[config.mk]
export PLATFORM = sky130hd
export DESIGN_NAME = cbfp_win_ctrl
export DESIGN_NICKNAME = d
export VERILOG_FILES = /design/src/rtl/cbfp_win_ctrl.sv
export SDC_FILE = /design/constraint.sdc
export NUM_CORES = 1
export LEC_CHECK = 0
export BUFFER_PORTS_ARGS = -buffer_cell sky130_fd_sc_hd__buf_2
export CAP_MARGIN = 0
export CORE_MARGIN = 10
export CORE_UTILIZATION = 40
export CTS_BUF_LIST = sky130_fd_sc_hd__clkbuf_8
export CTS_CLUSTER_DIAMETER = 150
export DETAILED_ROUTE_END_ITERATION = 10
export MAX_ROUTING_LAYER = met4
export RECOVER_POWER = 25
export SYNTH_ARGS = -nofsm -noshare
export SYNTH_HDL_FRONTEND = slang
export SYNTH_SLANG_ARGS = --single-unit
[constraint.sdc]
create_clock -name clk -period 2.75 [get_ports clk]
set_clock_uncertainty 0.05 [all_clocks]
set_input_delay 0.55 -clock clk [delete_from_list [all_inputs] [get_ports clk]]
set_output_delay 0.55 -clock clk [all_outputs]
set_load 0.1 [all_outputs]
[src/rtl/cbfp_win_ctrl.sv]
// cbfp_win_ctrl
//   Enable-window generator for the CBFP stages. Each trigger opens a window
//   of WIN_LEN enabled cycles that drives the downstream min-search / shift
//   logic. Triggers that arrive while a window is running are queued (up to
//   PEND_MAX) so windows can run back-to-back with no gap. A stall freezes
//   window progress without losing or repeating any index. Windows are
//   counted per frame of NUM_BLK windows.
//
// Ports
//   clk        in   clock, rising edge
//   rst        in   synchronous active-high reset
//   trig       in   window request, one request per high cycle
//   stall      in   freeze window progress while high
//   clr        in   synchronous soft clear, same effect as rst
//   win_en     out  window active and not stalled
//   win_first  out  first active cycle of a window
//   win_last   out  last active cycle of a window
//   win_idx    out  cycle index within the window
//   blk_idx    out  index of the current/next window in the frame
//   frame_done out  pulse on the last cycle of window NUM_BLK-1
//   pend_cnt   out  number of queued triggers
//   ovf        out  sticky: a trigger was dropped because the queue was full
//
// All outputs are registered.
module cbfp_win_ctrl #(
    parameter int WIN_LEN  = 32,
    parameter int NUM_BLK  = 16,
    parameter int PEND_MAX = 2,
    localparam int IDX_W   = (WIN_LEN > 1) ? $clog2(WIN_LEN) : 1,
    localparam int BLK_W   = (NUM_BLK > 1) ? $clog2(NUM_BLK) : 1,
    localparam int PEND_W  = $clog2(PEND_MAX + 1)
) (
    input  logic              clk,
    input  logic              rst,
    input  logic              trig,
    input  logic              stall,
    input  logic              clr,
    output logic              win_en,
    output logic              win_first,
    output logic              win_last,
    output logic [IDX_W-1:0]  win_idx,
    output logic [BLK_W-1:0]  blk_idx,
    output logic              frame_done,
    output logic [PEND_W-1:0] pend_cnt,
    output logic              ovf
);

    typedef enum logic [1:0] {
        IDLE = 2'd0,
        RUN  = 2'd1,
        HOLD = 2'd2
    } state_t;

    localparam logic [IDX_W-1:0]  IDX_LAST  = IDX_W'(WIN_LEN - 1);
    localparam logic [BLK_W-1:0]  BLK_LAST  = BLK_W'(NUM_BLK - 1);
    localparam logic [PEND_W-1:0] PEND_FULL = PEND_W'(PEND_MAX);

    state_t            state, state_nxt;
    logic [IDX_W-1:0]  idx_nxt;
    logic [BLK_W-1:0]  blk_nxt;
    logic [PEND_W-1:0] pend_nxt;
    logic              ovf_nxt;
    logic              take_req;
    logic              run_nxt;

    always_comb begin
        state_nxt = state;
        idx_nxt   = win_idx;
        blk_nxt   = blk_idx;
        pend_nxt  = pend_cnt;
        ovf_nxt   = ovf;
        take_req  = 1'b0;

        case (state)
            IDLE: begin
                // A stall at trigger time parks the new window at index 0.
                if (trig) begin
                    state_nxt = stall ? HOLD : RUN;
                    idx_nxt   = '0;
                end
            end

            RUN: begin
                if (win_idx == IDX_LAST) begin
                    blk_nxt = (blk_idx == BLK_LAST) ? '0 : blk_idx + BLK_W'(1);
                    idx_nxt = '0;
                    // A trigger on the last cycle is consumed directly: with an
                    // empty queue it starts the next window, otherwise it
                    // replaces the queued request being consumed.
                    if ((pend_cnt != '0) || trig) begin
                        state_nxt = stall ? HOLD : RUN;
                        if (!trig) begin
                            pend_nxt = pend_cnt - PEND_W'(1);
                        end
                    end else begin
                        state_nxt = IDLE;
                    end
                end else begin
                    // The index shown in HOLD is the next one still owed, so
                    // resuming at it neither skips nor repeats an index.
                    idx_nxt   = win_idx + IDX_W'(1);
                    state_nxt = stall ? HOLD : RUN;
                    take_req  = trig;
                end
            end

            HOLD: begin
                state_nxt = stall ? HOLD : RUN;
                take_req  = trig;
            end

            default: begin
                state_nxt = IDLE;
                idx_nxt   = '0;
            end
        endcase

        if (take_req) begin
            if (pend_cnt == PEND_FULL) begin
                ovf_nxt = 1'b1;
            end else begin
                pend_nxt = pend_cnt + PEND_W'(1);
            end
        end
    end

    assign run_nxt = (state_nxt == RUN);

    always_ff @(posedge clk) begin
        if (rst || clr) begin
            state      <= IDLE;
            win_en     <= 1'b0;
            win_first  <= 1'b0;
            win_last   <= 1'b0;
            win_idx    <= '0;
            blk_idx    <= '0;
            frame_done <= 1'b0;
            pend_cnt   <= '0;
            ovf        <= 1'b0;
        end else begin
            state      <= state_nxt;
            win_en     <= run_nxt;
            win_first  <= run_nxt && (idx_nxt == '0);
            win_last   <= run_nxt && (idx_nxt == IDX_LAST);
            win_idx    <= idx_nxt;
            blk_idx    <= blk_nxt;
            frame_done <= run_nxt && (idx_nxt == IDX_LAST) && (blk_nxt == BLK_LAST);
            pend_cnt   <= pend_nxt;
            ovf        <= ovf_nxt;
        end
    end

endmodule

==> results of run 1 <==
kinds of logic (layout without fill, tap and decap cells):
group           after synthesis  in the layout  share of synthesized area [%]
compound gates               28             28                          17.44
xor+xnor                      3              3                          2.543
fa+ha+maj                    11             11                          13.32
buf+inv                      10             30                          4.722
flops                        18             18                          34.87
mux                           2              2                          1.937
simple gates                 47             47                          25.18
power by group through the flow:
stage	combinational (mW)	clock [mW]	sequential (mW)
2_1_floorplan	0.0351	0	0.286
3_3_place_gp	0.0593	0	0.272
3_5_place_dp	0.0598	0	0.272
4_1_cts	0.0601	0.222	0.266
5_1_grt	0.0661	0.233	0.266
6_report	0.0590	0.220	0.266
what timing repair did:
item                                   CTS  global route
endpoints found under the hold margin    0             0
gates resized for setup                  0             1
setup endpoints to repair                0             1
placed cells by master, fill, tap and decap left out, types with 2 or more instances in the layout:
cell,synthesis,final
a211oi_1,2,2
a21oi_1,10,11
a22o_1,2,2
buf_2,0,15
clkbuf_1,2,5
clkbuf_8,0,4
dfxtp_1,18,15
dfxtp_2,0,2
ha_1,11,10
inv_1,6,6
mux2i_1,2,2
nand2_1,6,6
nand2b_1,2,2
nand3_1,4,4
nor2_1,16,16
nor2b_1,3,3
nor3_1,2,2
nor3b_1,2,2
o21ai_0,4,4
or3_1,2,2
xor2_1,2,2
metrics by stage:
step | setup slack [ns] | hold slack (ns) | util [%] | instance area [sq um]
2_1_floorplan | 0.01531 | 0.5788 | - | 1041
3_3_place_gp | 0.1968 | 0.4020 | 46.52 | 1152
3_5_place_dp | 0.1579 | 0.4113 | 46.52 | 1152
4_1_cts | 0.1413 | 0.4286 | 48.74 | 1207
5_1_grt | 0.02908 | 0.4756 | 48.38 | 1199
6_report | 0.1980 | 0.4238 | 48.38 | 1199
critical path: stages, from the launching register on:
cell     delay (ns)
dfxtp_4        0.37
ha_1           0.21
and3_1         0.21
ha_2           0.31
a22o_1         0.12
a21oi_1        0.06
or4_1          0.41
or4b_4         0.50
nor4_2         0.23
layer usage:
layer / share of wire (%) / vias to the layer above / global-route usage, %
li1: - / 464 / -
met1: 47 / 424 / 10.76
met2: 45 / 20 / 15.13
met3: 6.1 / 4 / 2.929
met4: 1.5 / 0 / 3.226
met5: 0 / - / -
worst max-delay path by stage:
stage,startpoint,end,cells after the start
3_3_place_gp,win_idx[0],frame_done,8
5_1_grt,win_idx[0],frame_done,8
3_5_place_dp,win_idx[0],frame_done,8
4_1_cts,win_idx[0],frame_done,8
2_1_floorplan,win_idx[1],frame_done,8
6_report,win_idx[0],frame_done,8
state kept, by name (all words and copies together), names as in the netlist:
register and count:
win_last 1, ovf 1, frame_done 1, win_en 1, win_first 1, blk_idx 4, state 2, win_idx 5
pend_cnt 2
cell type report:
cell class                 instances  area, sq um
timing repair buffer              20        93.84
inverter                           6        22.52
fill                             250         1279
clock buffer                       4        55.05
multi-input combinational         91        623.1
sequential                        18        366.6
tap                               30        37.54
==> results.ini, run 1 <==
[power_and_ir_drop]
p_clk_share_pct = 40.4
leakage_nw = 0.5091
p_sw_share_pct = 25.04
power_frac_comb_pct = 10.8
seq_power_share_pct = 48.8
powerDensity_nw_per_um2 = 454.3
total_power_mw = 0.5446
max-vdd-ir-drop_mv = 0.2653
switchingPower_mw = 0.1363
internal_power_mw = 0.4082

[clock_network]
cts-root-buf = clkbuf_8
clk_latency_ns = 0.25
path_clk_slew_ns = 0.07
hold_buffers = 0
cts_tree = yes
clockBufferDepth = 2
cts_buffers = 3
cts.sinks = 18
postCtsSetupRepairBufs = 0
htree_num_levels = 1

[route]
wire_per_inst_um = 13.22
num_vias = 912
first_pass_iters = 4
vias_per_cell = 5.396
drcViolationCount = 0
ant_nets = 0
drtIter0Drc = 53
wl_mm = 2.235

[worst_hold_path]
hp-class = reg -> reg
holdPathStages = 2
min_delay_worst_endpoint = ovf
min_from = ovf

[finish]
area_delta_synth_final_pct = 15.98
final_cell_count_no_fill = 169
nets = 156
antenna_cells = 0
layout-drive-gt1-share_pct = 20.14

[run]
drv_cap = 0

[critical_path]
criticalPathCategory = reg -> reg
worst_ep_required_time_ns = 2.87
ff2ff_path_depth = 8
rr_endpoint = frame_done
r2r_setup_slack_ns = 0.20
r2r_start = win_idx[0]
arrival_ns = 2.67
cp-end-kind = flip-flop
worstPathMaxFanout = 6
cp-start-kind = flip-flop

[floorplanning]
fp.dieW_um = 70.83
core-area_sq_um = 2477
die_area_sq_um = 5017
die_height_um = 70.83
rows = 18
start_util_pct = 41.72
ioPinCount = 21

[yosys]
synthFlopType = dfxtp_1
ys_top_cells_by_area = dfxtp_1 35%, ha_1 13%, nor2_1 5.8%, a21oi_1 4.8%, inv_1 2.2%
yosys.area.top_type = dfxtp_1
ys.warnings.count = 0
synth_seq_cells = 18
synth_top_area_share_pct = 34.87
synth_nets = 135
synth.most_common_cell = dfxtp_1
syn_area_per_cell_sq_um = 8.685
synth_area_sq_um = 1033
yosysUniqueCellTypes = 41
synthesis.instances = 119
synth_common_cells = 18 x dfxtp_1, 16 x nor2_1, 11 x ha_1, 10 x a21oi_1
async_reset_ff_share_pct = 0
synth_edf_count = 0
synth.yosys.seq_area_share_pct = 34.87

[grt]
gr-total-overflow = 0
grt_usage_pct = 9.401
antenna_found_initial = 0
grt_pass1_wl_mm = 3.953
grt_max_degree = 11
grt_pass1_vias = 891

[timing]
max_freq_mhz = 391.9
setup_viol = 0
slew_viol_final = 0
slew_headroom_pct = 22.21
rsz0062_at_grt = false
min_period_ns = 2.552
tightest_slew_ns = 1.172
final_hold_viol_count = 0
finalCritPeriodShare_pct = 92.80
tns_ns = 0

[place]
gp_congestion = 0.7572
portBuffers = 20
dp_hpwl_mm = 1.775
placed_cells = 165

[run_status]
run_status = finished clean

(Power assumes the default switching activity.)
==> run 2, diff against run 1 <==
- clock period: 2.75 -> 2.95 ns (I/O delays scaled with it)
==> run 2 against run 1 <==
  * Cell count unchanged
  * First-iteration DRC count increased by 64%
  * Routed wire length is 1.4% lower
  * Fmax fell by 3.5%
  * Non-clock buffer count unchanged
  * Power down 6.8%
  * Critical path type unchanged
  * Clock power is 7% lower
  * Global-route usage up 0.16 points
  * Combinational power fell by 7.1%
  * Largest power group unchanged
  * Core utilization fell by 0.35 points
  * Highest routed layer unchanged
  * Critical path depth unchanged
  * Final area down 0.73%
==> results.ini, run 2 (same netlist as run 1, synthesis figures left out) <==
[critical_path]
worstPathMaxFanout = 6  ; unchanged
slowest_delay_ns = 0.50  ; about the same
path_buf_inv = 0  ; unchanged
criticalPathCategory = reg -> reg
crit_chain = ha_1, and3_1, ha_1, nor2b_1, o22ai_1, or4_1, or4b_4, nor4_2
arrival_ns = 2.77  ; +0.10 ns
cp_slowest_cell = or4b_4
cpMostUsedCell = ha_1
worst_ep_required_time_ns = 3.07  ; +0.20 ns
crit_family = simple AND/OR/NAND/NOR gates
cp-end-kind = flip-flop
cp-start-kind = flip-flop

[finish]
top_regs = win_idx: 5 flops, blk_idx: 4 flops
area_delta_synth_final_pct = 15.13
layout-drive-gt1-share_pct = 17.99  ; -2.2 points
largest_reg_flops = 5  ; unchanged
final_cell_count_no_fill = 169  ; unchanged
nets = 156  ; unchanged
final_common_cell = dfxtp_1
regMostFlops = win_idx
final_cell_mix = 17 x dfxtp_1, 16 x nor2_1, 16 x buf_2, 11 x a21oi_1, 11 x ha_1
antenna_cells = 0  ; unchanged

[run_status]
run_status = finished clean

[power_and_ir_drop]
internal_power_mw = 0.3811  ; -6.7%
seq_power_share_pct = 48.9  ; about the same
max-vdd-ir-drop_mv = 0.2008  ; -24%
powerDensity_nw_per_um2 = 426.6  ; -6.1%
switchingPower_mw = 0.1265  ; -7.2%
leakage_nw = 0.5153  ; +1.2%
p_sw_share_pct = 24.92  ; -0.11 points
p_clk_share_pct = 40.3  ; about the same
power_frac_comb_pct = 10.8  ; about the same

[worst_hold_path]
hp-class = reg -> reg

[timing]
min_period_ns = 2.646  ; +0.09381 ns
final_hold_viol_count = 0  ; unchanged
rsz0062_at_grt = false
fin_ws_ns = 0.3042  ; +0.1062 ns
slew_headroom_pct = 22.20  ; about the same
hold_slack_ns = 0.4219  ; -0.001887 ns
finalCritPeriodShare_pct = 89.69  ; -3.1 points
max_freq_mhz = 378.0  ; -3.5%
tns_ns = 0  ; unchanged
slew_viol_final = 0  ; unchanged
setup_viol = 0  ; unchanged
tightest_slew_ns = 1.172  ; +0.0001866 ns

[clock_network]
cts_tree = yes
clockBufferDepth = 2  ; unchanged
cts.sinks = 18  ; unchanged
path_clk_slew_ns = 0.07  ; about the same
postCtsSetupRepairBufs = 0  ; unchanged
cts-root-buf = clkbuf_8
cts_resized = 0  ; unchanged
hold_buffers = 0  ; unchanged
cts_buffers = 3  ; unchanged
htree_num_levels = 1  ; unchanged
clk_latency_ns = 0.25  ; about the same

[run]
drv_cap = 0  ; unchanged

[place]
place_ws_ns = 0.3623  ; +0.2044 ns
placed_cells = 165  ; unchanged
gp_congestion = 0.7973  ; +5.3%
dp_hpwl_mm = 1.716  ; -3.3%
portBuffers = 20  ; unchanged

[grt]
gr-total-overflow = 0  ; unchanged
grt_pass1_vias = 869  ; -2.5%
grt_usage_pct = 9.564  ; +0.16 points
grt_pass1_wl_mm = 4.022  ; +1.7%
antenna_found_initial = 0  ; unchanged
grt_max_degree = 11  ; unchanged

[route]
num_vias = 898  ; -1.5%
wl_mm = 2.204  ; -1.4%
vias_per_cell = 5.314  ; -1.5%
wire_per_inst_um = 13.04  ; -1.4%
first_pass_iters = 4  ; unchanged
ant_nets = 0  ; unchanged
drtIter0Drc = 87  ; +64%
drcViolationCount = 0  ; unchanged

[floorplanning]
start_util_pct = 41.72  ; unchanged
ioPinCount = 21  ; unchanged
rows = 18  ; unchanged
core-area_sq_um = 2477  ; unchanged
fp.dieW_um = 70.83  ; unchanged
die_height_um = 70.83  ; unchanged
die_area_sq_um = 5017  ; unchanged

[run 2: per-stage QoR]
stage	instance area, sq um	power, mW	util, %
detailed placement	1147	0.3097	46.31
global placement	1147	0.3094	46.31
floorplan	1036	0.2998	-
CTS	1202	0.5154	48.54
global route	1190	0.5336	48.03
finish	1190	0.5075	48.03
[run 2: power groups by stage]
stage	clock, mW	sequential, mW	combinational [mW]
2_1_floorplan	0	0.267	0.0327
3_3_place_gp	0	0.254	0.0554
3_5_place_dp	0	0.254	0.0557
4_1_cts	0.211	0.248	0.0561
5_1_grt	0.224	0.249	0.0611
6_report	0.205	0.248	0.0548
[run 2: routing by layer]
layer	routed length, um	part of all wire (%)	global-route usage [%]	up-vias
met2	1039	47	15.03	21
li1	-	-	-	463
met5	0	0	-	-
met3	134	6.1	2.929	2
met1	1017	46	11.51	412
met4	12	0.54	2.581	0
[run 2: worst min-delay path, delay by kind of cell, from the launching register on]
kind             cells  cell delay [ns]
AND/OR/NAND/NOR      1             0.07
flip-flops           1             0.33
AO/OA/AOI/OAI        1             0.04
[run 2: layout make-up]
class / count / area, sq um
fillers: 254 / 1287
multi-input cells: 91 / 618.1
flip-flops and latches: 18 / 361.6
repair buffers: 20 / 95.09
clock buffers: 4 / 55.05
well taps: 30 / 37.54
inverters: 6 / 22.52
[run 2: final timing paths]
check / slack (ns) / to / from / cells after the start
max: 0.30 / frame_done / win_idx[0] / 8
min: 0.42 / ovf / ovf / 2
max reg2reg: 0.30 / frame_done / win_idx[0] / 8
min reg2reg: 0.42 / ovf / ovf / 2
==> run 3, diff against run 2 <==
- CORE_UTILIZATION: 40 -> 35
==> run 3 against run 2 <==
  * Sequential share of layout area is 0.064 points lower
  * Core utilization is 5.2 points lower
  * Power is 0.85% lower
  * Hold slack worse by 0.0016 ns
  * First-iteration DRC count is 22% lower
  * Via count is 0.11% higher
  * Critical path depth stayed put
  * Setup slack better by 0.011 ns
  * Fmax is 0.42% higher
  * Global-route usage hardly changed
  * Cell count is 0.59% higher
==> results.ini, run 3 (same netlist as run 1, synthesis figures left out) <==
[finish]
layout-drive-gt1-share_pct = 17.99  ; unchanged
ff_latch_area_sq_um = 361.6  ; unchanged
regMostFlops = win_idx
post-route-cell-area_sq_um = 1192  ; +0.21%
area_delta_synth_final_pct = 15.37
nets = 156  ; unchanged
n_fill_cell = 278  ; +9.4%
final_common_cell = dfxtp_1
final_cell_mix = 17 x dfxtp_1, 16 x nor2_1, 15 x buf_2, 11 x a21oi_1, 11 x ha_1
largest_reg_flops = 5  ; unchanged
multi_input_area_sq_um = 620.6  ; +0.40%
top_regs = win_idx: 5 flops, blk_idx: 4 flops
antenna_cells = 0  ; unchanged
final_util_pct = 42.87  ; -5.2 points

[timing]
slew_headroom_pct = 22.03  ; -0.17 points
finalCritPeriodShare_pct = 89.32  ; -0.37 points
setup_viol = 0  ; unchanged
tns_ns = 0  ; unchanged
hold_slack_ns = 0.4204  ; -0.001571 ns
final_hold_viol_count = 0  ; unchanged
max_freq_mhz = 379.5  ; +0.42%
rsz0062_at_grt = false
slew_viol_final = 0  ; unchanged
min_period_ns = 2.635  ; -0.01098 ns
tightest_slew_ns = 1.175  ; +0.002628 ns

[place]
dp_hpwl_mm = 1.825  ; +6.4%
placed_cell_area_sq_um = 1149  ; +0.11%
gp_congestion = 0.8778  ; +10%
portBuffers = 20  ; unchanged

[clock_network]
hold_buffers = 0  ; unchanged
clockBufferDepth = 2  ; unchanged
postCtsSetupRepairBufs = 0  ; unchanged
cts_tree = yes
cts-root-buf = clkbuf_8
cts.sinks = 18  ; unchanged
path_clk_slew_ns = 0.07  ; about the same
cts_resized = 0  ; unchanged
cts_buffers = 3  ; unchanged
clk_latency_ns = 0.25  ; about the same
htree_num_levels = 1  ; unchanged

[critical_path]
crit_chain = ha_1, and3_1, ha_1, nor2b_1, o22ai_1, or4_1, or4b_4, nor4_2
slowest_delay_ns = 0.50  ; about the same
arrival_ns = 2.75  ; -0.02 ns
criticalPathCategory = reg -> reg
path_buf_inv = 0  ; unchanged
cp-end-kind = flip-flop
ff2ff_path_depth = 8  ; unchanged
worstPathMaxFanout = 6  ; unchanged
r2r_setup_slack_ns = 0.32  ; about the same
crit_family = simple AND/OR/NAND/NOR gates
cp_slowest_cell = or4b_4
cpMostUsedCell = ha_1
worst_ep_required_time_ns = 3.07  ; about the same
rr_endpoint = frame_done
r2r_start = win_idx[0]
cp-start-kind = flip-flop

[floorplanning]
core-area_sq_um = 2781  ; +12%
rows = 19  ; +1
start_util_pct = 37.16  ; -4.6 points
die_height_um = 74.34  ; +5.0%
die_area_sq_um = 5526  ; +10%
ioPinCount = 21  ; unchanged
fp.dieW_um = 74.34  ; +5.0%

[route]
num_vias = 899  ; +0.11%
wl_mm = 2.378  ; +7.9%
wire_per_inst_um = 13.99  ; +7.3%
vias_per_cell = 5.288  ; -0.48%
drtIter0Drc = 68  ; -22%
drcViolationCount = 0  ; unchanged
ant_nets = 0  ; unchanged
first_pass_iters = 4  ; unchanged

[worst_hold_path]
hp-class = reg -> reg
min_from = ovf
min_delay_worst_endpoint = ovf
holdPathStages = 2  ; unchanged

[grt]
grt.busiest_layer = met2
grt_pass1_wl_mm = 4.153  ; +3.3%
grt_max_degree = 11  ; unchanged
grt_pass1_vias = 932  ; +7.2%
use_met2_pct = 15.25  ; +0.21 points
grt_usage_pct = 9.592  ; +0.029 points
gr-total-overflow = 0  ; unchanged
grt_use_met1_pct = 10.94  ; -0.57 points
antenna_found_initial = 0  ; unchanged
use_met3_pct = 2.793  ; -0.14 points

[power_and_ir_drop]
powerDensity_nw_per_um2 = 422.0  ; -1.1%
leakage_nw = 0.5110  ; -0.83%
max-vdd-ir-drop_mv = 0.2691  ; +34%

[run]
drv_cap = 0  ; unchanged

[run_status]
run_status = finished clean

==> run 3: layout make-up <==
cell class / instances / share of cell area (%)
timing repair buffer: 20 / 7.870
multi-input combinational: 91 / 52.05
sequential: 18 / 30.33
clock buffer: 4 / 4.617
inverter: 6 / 1.889
tap: 31 / 3.253
==> run 3: layer usage <==
metal / part of all wire [%] / vias to the layer above
li1: - / 462
met4: 1.4 / 0
met2: 47 / 15
met3: 4.8 / 5
met1: 47 / 417
met5: 0 / -
==> run 3: power breakdown <==
group / internal (mW) / total [mW] / switching [mW]
clock network: 0.118 / 0.199 / 0.0806
registers: 0.246 / 0.249 / 0.00235
logic: 0.0167 / 0.0556 / 0.0389
==> run 3: worst max-delay path by stage <==
stage	cells after the start	start	slack (ns)	end
6_report	8	win_idx[0]	0.32	frame_done
5_1_grt	8	win_idx[0]	0.14	frame_done
4_1_cts	8	win_idx[0]	0.35	frame_done
3_5_place_dp	8	win_idx[0]	0.36	frame_done
3_3_place_gp	8	win_idx[0]	0.40	frame_done
2_1_floorplan	7	win_idx[2]	0.06	frame_done
==> run 3: stage by stage <==
stage | total power, mW | std cells | worst slack, ns
final | 0.5032 | 170 | 0.3152
after global routing | 0.5235 | 170 | 0.1384
after CTS | 0.5112 | 170 | 0.3455
after detailed placement | 0.3100 | 166 | 0.3608
after global placement | 0.3089 | 166 | 0.3963
after floorplan | 0.2998 | 119 | 0.05932
==> run 3: worst min-delay path: stages (launching register included) <==
cell	delay [ns]
dfxtp_1	0.33
a21oi_1	0.04
nor2_1	0.07
